==> src/rtl/stream_demux4_pkg.sv <==
// Shared constants and types for the four-way stream demultiplexer.
package stream_demux4_pkg;

  localparam int unsigned LANES     = 4;
  localparam int unsigned SEL_W     = 2;
  localparam int unsigned NBITS_DEF = 8;
  localparam int unsigned CBITS_DEF = 8;

  typedef enum logic {
    ST_EMPTY = 1'b0,
    ST_FULL  = 1'b1
  } buf_state_e;

  // One-hot lane decode of a lane select.
  function automatic logic [LANES-1:0] lane_onehot(input logic [SEL_W-1:0] sel);
    return LANES'(1) << sel;
  endfunction

endpackage

==> src/rtl/stream_demux_counter.sv <==
// Saturating delivery counter; synchronous clear takes priority over increment.
module stream_demux_counter
  import stream_demux4_pkg::*;
#(
  parameter int unsigned cbits = CBITS_DEF
) (
  input  logic             clk,
  input  logic             reset_n,
  input  logic             inc,
  input  logic             clr,
  output logic [cbits-1:0] cnt
);

  localparam logic [cbits-1:0] CNT_MAX = '1;

  always_ff @(posedge clk or negedge reset_n) begin
    if (!reset_n) begin
      cnt <= '0;
    end else if (clr) begin
      cnt <= '0;
    end else if (inc && (cnt != CNT_MAX)) begin
      cnt <= cnt + cbits'(1);
    end
  end

endmodule

==> src/rtl/stream_demux4.sv <==
// One-entry val/rdy buffer fanning a single stream out to four lanes,
// with a saturating delivery counter per lane.
module stream_demux4
  import stream_demux4_pkg::*;
#(
  parameter int unsigned nbits = NBITS_DEF,
  parameter int unsigned cbits = CBITS_DEF
) (
  input  logic             clk,
  input  logic             reset_n,
  input  logic [nbits-1:0] in_msg,
  input  logic [1:0]       in_sel,
  input  logic             in_val,
  output logic             in_rdy,
  output logic [nbits-1:0] out_msg,
  output logic [3:0]       out_val,
  input  logic [3:0]       out_rdy,
  input  logic             clr,
  output logic [cbits-1:0] cnt0,
  output logic [cbits-1:0] cnt1,
  output logic [cbits-1:0] cnt2,
  output logic [cbits-1:0] cnt3
);

  buf_state_e       state_q;
  buf_state_e       state_d;
  logic [nbits-1:0] msg_q;
  logic [SEL_W-1:0] sel_q;
  logic             full_q;
  logic             enq;
  logic             deq;
  logic [cbits-1:0] cnt_q [LANES];

  assign full_q = (state_q == ST_FULL);

  // Only the selected lane's ready matters; a draining buffer accepts in the same cycle.
  assign deq    = full_q && out_rdy[sel_q];
  assign in_rdy = !full_q || deq;
  assign enq    = in_val && in_rdy;

  always_ff @(posedge clk or negedge reset_n) begin
    if (!reset_n) begin
      state_q <= ST_EMPTY;
    end else begin
      state_q <= state_d;
    end
  end

  always_comb begin
    state_d = state_q;
    case (state_q)
      ST_EMPTY: if (enq) state_d = ST_FULL;
      ST_FULL:  if (deq && !enq) state_d = ST_EMPTY;
      default:  state_d = ST_EMPTY;
    endcase
  end

  // Payload and destination load only on accept, so a held message stays stable.
  always_ff @(posedge clk or negedge reset_n) begin
    if (!reset_n) begin
      msg_q <= '0;
      sel_q <= '0;
    end else if (enq) begin
      msg_q <= in_msg;
      sel_q <= in_sel;
    end
  end

  assign out_msg = msg_q;
  assign out_val = full_q ? lane_onehot(sel_q) : '0;

  for (genvar g = 0; g < LANES; g++) begin : g_cnt
    stream_demux_counter #(
      .cbits (cbits)
    ) u_cnt (
      .clk     (clk),
      .reset_n (reset_n),
      .inc     (deq && (sel_q == SEL_W'(g))),
      .clr     (clr),
      .cnt     (cnt_q[g])
    );
  end

  assign cnt0 = cnt_q[0];
  assign cnt1 = cnt_q[1];
  assign cnt2 = cnt_q[2];
  assign cnt3 = cnt_q[3];

endmodule

==> config.mk <==
export PLATFORM = sky130hd
export DESIGN_NAME = stream_demux4
export DESIGN_NICKNAME = d
export VERILOG_FILES = /design/src/rtl/stream_demux4_pkg.sv /design/src/rtl/stream_demux_counter.sv /design/src/rtl/stream_demux4.sv
export SDC_FILE = /design/constraint.sdc
export NUM_CORES = 1
export LEC_CHECK = 0
export BUFFER_PORTS_ARGS = -buffer_cell sky130_fd_sc_hd__buf_4
export CORE_MARGIN = 1.5
export CORE_UTILIZATION = 49
export DETAILED_ROUTE_END_ITERATION = 16
export GPL_ROUTABILITY_DRIVEN = 0
export PLACE_DENSITY = 0.76
export SYNTH_ARGS = -nofsm -noshare
export SYNTH_HDL_FRONTEND = slang
export SYNTH_SLANG_ARGS = --single-unit
==> constraint.sdc <==
create_clock -name clk -period 2.15 [get_ports clk]
set_clock_uncertainty 0.2 [all_clocks]
set_input_delay 0.645 -clock clk [delete_from_list [all_inputs] [get_ports clk]]
set_output_delay 0.645 -clock clk [all_outputs]
set_load 0.1 [all_outputs]
==> results.json <==
{
  "status": "finished, violations left",
  "violations": "negative setup slack",
  "fin_area_um2": 3080,
  "cpPeakStageDelay_ps": 450,
  "cap_violations": 0,
  "cp_data_required_time_ps": 1300,
  "clock-sinks": 43,
  "fin_ws_ps": -220,
  "die_y_um": 71.2,
  "antenna_found_initial": 0,
  "initial_core_util": 0.516,
  "die_area_um2": 5070,
  "worst_slew_pin_slew_ps": 537,
  "grt_pass1_wl_um": 8380,
  "synth_top_area_frac": 0.472,
  "synth_largest_area_cell": "dfrtp_1",
  "dr.pass1.iters": 4,
  "grt_max_degree": 44,
  "row_count": 24,
  "clkLatencyLatePin_ps": 290,
  "clk_pin_slew_ps": 80,
  "cts-root-buf": "clkbuf_8",
  "fin_util": 0.697,
  "final_nets": 304,
  "dp_hpwl_um": 3400,
  "syn-cell-area_um2": 2280,
  "yosysMostFrequentCell": "dfrtp_1",
  "ys_types": 53,
  "grt_pass1_vias": 1801,
  "final-setup-viol-count": 4,
  "chipWidth_um": 71.2,
  "area_growth_pct": 35.0,
  "p_leak_nw": 1.36,
  "fin_cells": 335,
  "drive_above_1_share": 0.442,
  "hold_class": "in -> async",
  "synthSimpleGateAreaFrac": 0.222,
  "synth_adder_area_share": 0.0220,
  "synth_edf_count": 0,
  "synth_ff_type": "dfrtp_1",
  "max_freq_mhz": 422,
  "tns_ps": -419,
  "post-place-ws_ps": -293,
  "slowest_stage": "mux4_2",
  "clockBufferDepth": 2,
  "post-route-period-util": 1.10,
  "yosysWarnings": 0,
  "async_reset_ff_frac": 1.00,
  "synth.top_cells.by_count": "dfrtp_1, nor2_1, nand2_1",
  "p_per_area_nw_per_um2": 971,
  "dp.cells": 326,
  "core-area_um2": 4410,
  "syn-mean-instance-area_um2": 10.6,
  "num_antenna_cells": 0,
  "rsz0062_at_grt": "true",
  "critPathKind": "in -> out",
  "synth_sequential_area_ratio": 0.472,
  "crit_fanout": 2,
  "ctsHtreeMaxLevel": 2,
  "numCtsBuffers": 5,
  "grt_overflow": 0,
  "via_per_inst": 5.65,
  "first_iter_violations": 83,
  "drtAntennaViolNets": 0,
  "arrival_ps": 1520,
  "synth_compound_area_frac": 0.122,
  "synthesis.nets": 237,
  "endpoint_kind": "output port",
  "finalHoldViolCount": 0,
  "synth_area_leaders": "dfrtp_1, mux2_2, nor2_1, xor2_1, nand2_1",
  "vias": 1893,
  "synth_xor_area_frac": 0.0499,
  "io_buffers": 62,
  "worstPathCellList": "buf_6 -> mux4_2 -> nand2b_4 -> buf_12",
  "wl_per_cell_um": 14.9,
  "ios": 63,
  "ys_ff_latch": 43,
  "routed_wl_um": 5000,
  "cts_tree": "yes",
  "synthMuxAreaShare": 0.0779,
  "synth_top_family_by_area": "simple AND/OR/NAND/NOR gates",
  "drc": 0,
  "syn_inst": 215,
  "maxSlewViolCount": 0,
  "post_dp_cell_area_um2": 2900,
  "max-slew-margin-rel": 0.642,
  "nFillCells": 342,
  "worst_setup_path_start_kind": "primary input",
  "track_usage": 0.206,
  "max-vdd-ir-drop_mv": 0.881,
  "fin_crit_ps": 2370
}
[cell usage in the layout, fill, tap and decap left out, drive strengths merged, types with 4 or more instances in the layout]
cell    count
buf        69
dfrtp      43
nor2       22
nand2      18
a21oi      10
xor2        9
mux2        9
o21ai       9
nand3       8
nand4       8
mux2i       5
o31ai       5
or4         5
inv         5
clkbuf      5
xnor2       4
a211oi      4
or3         4
ha          4
[timing repair]
action,CTS,global route
hold buffers,0,0
resized for setup,20,3
endpoints found under the setup margin,5,5
pin swaps,1,0
buffers inserted,1,0
[path summary, 6_finish.rpt]
path | depth (start not counted) | from | slack [ps] | to
worst max-delay path | 4 | out_rdy[3] | -220 | in_rdy
worst min register to register | 1 | g_cnt[0].u_cnt.cnt[4]$_DFFE_PN0P_ | 290 | g_cnt[0].u_cnt.cnt[4]$_DFFE_PN0P_
worst min-delay path | 1 | reset_n | 130 | g_cnt[0].u_cnt.cnt[2]$_DFFE_PN0P_
max in group asynchronous | 1 | reset_n | 1210 | g_cnt[3].u_cnt.cnt[0]$_DFFE_PN0P_
worst max register to register | 5 | g_cnt[3].u_cnt.cnt[0]$_DFFE_PN0P_ | 160 | g_cnt[3].u_cnt.cnt[7]$_DFFE_PN0P_
min in group clk | 1 | g_cnt[0].u_cnt.cnt[4]$_DFFE_PN0P_ | 290 | g_cnt[0].u_cnt.cnt[4]$_DFFE_PN0P_
[cell families after synthesis]
family          after synthesis
buf+inv                      14
simple gates                 87
fa+ha+maj                     4
mux                          15
xor+xnor                     13
compound gates               39
flops                        43
[per-stage QoR]
step | hold slack, ps | power, mW
3_3_place_gp | 272 | 2.37
4_1_cts | 149 | 2.99
6_report | 130 | 2.99
5_1_grt | 172 | 3.10
2_1_floorplan | 149 | 2.10
3_5_place_dp | 279 | 2.38
[worst max-delay path: cells and delay by family]
kind                   cells  cell delay, ps
buffers and inverters      2             250
muxes                      1             450
and+or+nand+nor            1             170
[state kept, by name, summed over array words and instances, names as in the netlist]
signal	flops
out_msg	8
sel_q	2
g_cnt.u_cnt.cnt	32
full_q	1
[cell type report]
class,instances,area [um^2],share of cell area
clock buffers,5,68.8,0.0224
multi-input cells,158,1200,0.389
well taps,52,65.1,0.0211
flip-flops and latches,43,1110,0.361
inverters,5,18.8,0.00610
clock inverters,3,15.0,0.00488
repair buffers,69,603,0.196
[power by group]
group          total, mW  internal (mW)  leakage [nW]  switching, mW
sequential         0.976          0.901         0.536         0.0754
combinational       1.52          0.487         0.773           1.03
clock              0.494          0.222        0.0477          0.272
[layer usage]
| metal | global-route usage | part of all wire | up-vias |
|---|---|---|---|
| met4 | 0.0671 | 0.013 | 0 |
| met5 | 0 | 0 | - |
| met3 | 0.0366 | 0.044 | 7 |
| met1 | 0.290 | 0.45 | 913 |
| li1 | - | - | 930 |
| met2 | 0.325 | 0.49 | 43 |
Power figures use the tool's default switching activity.
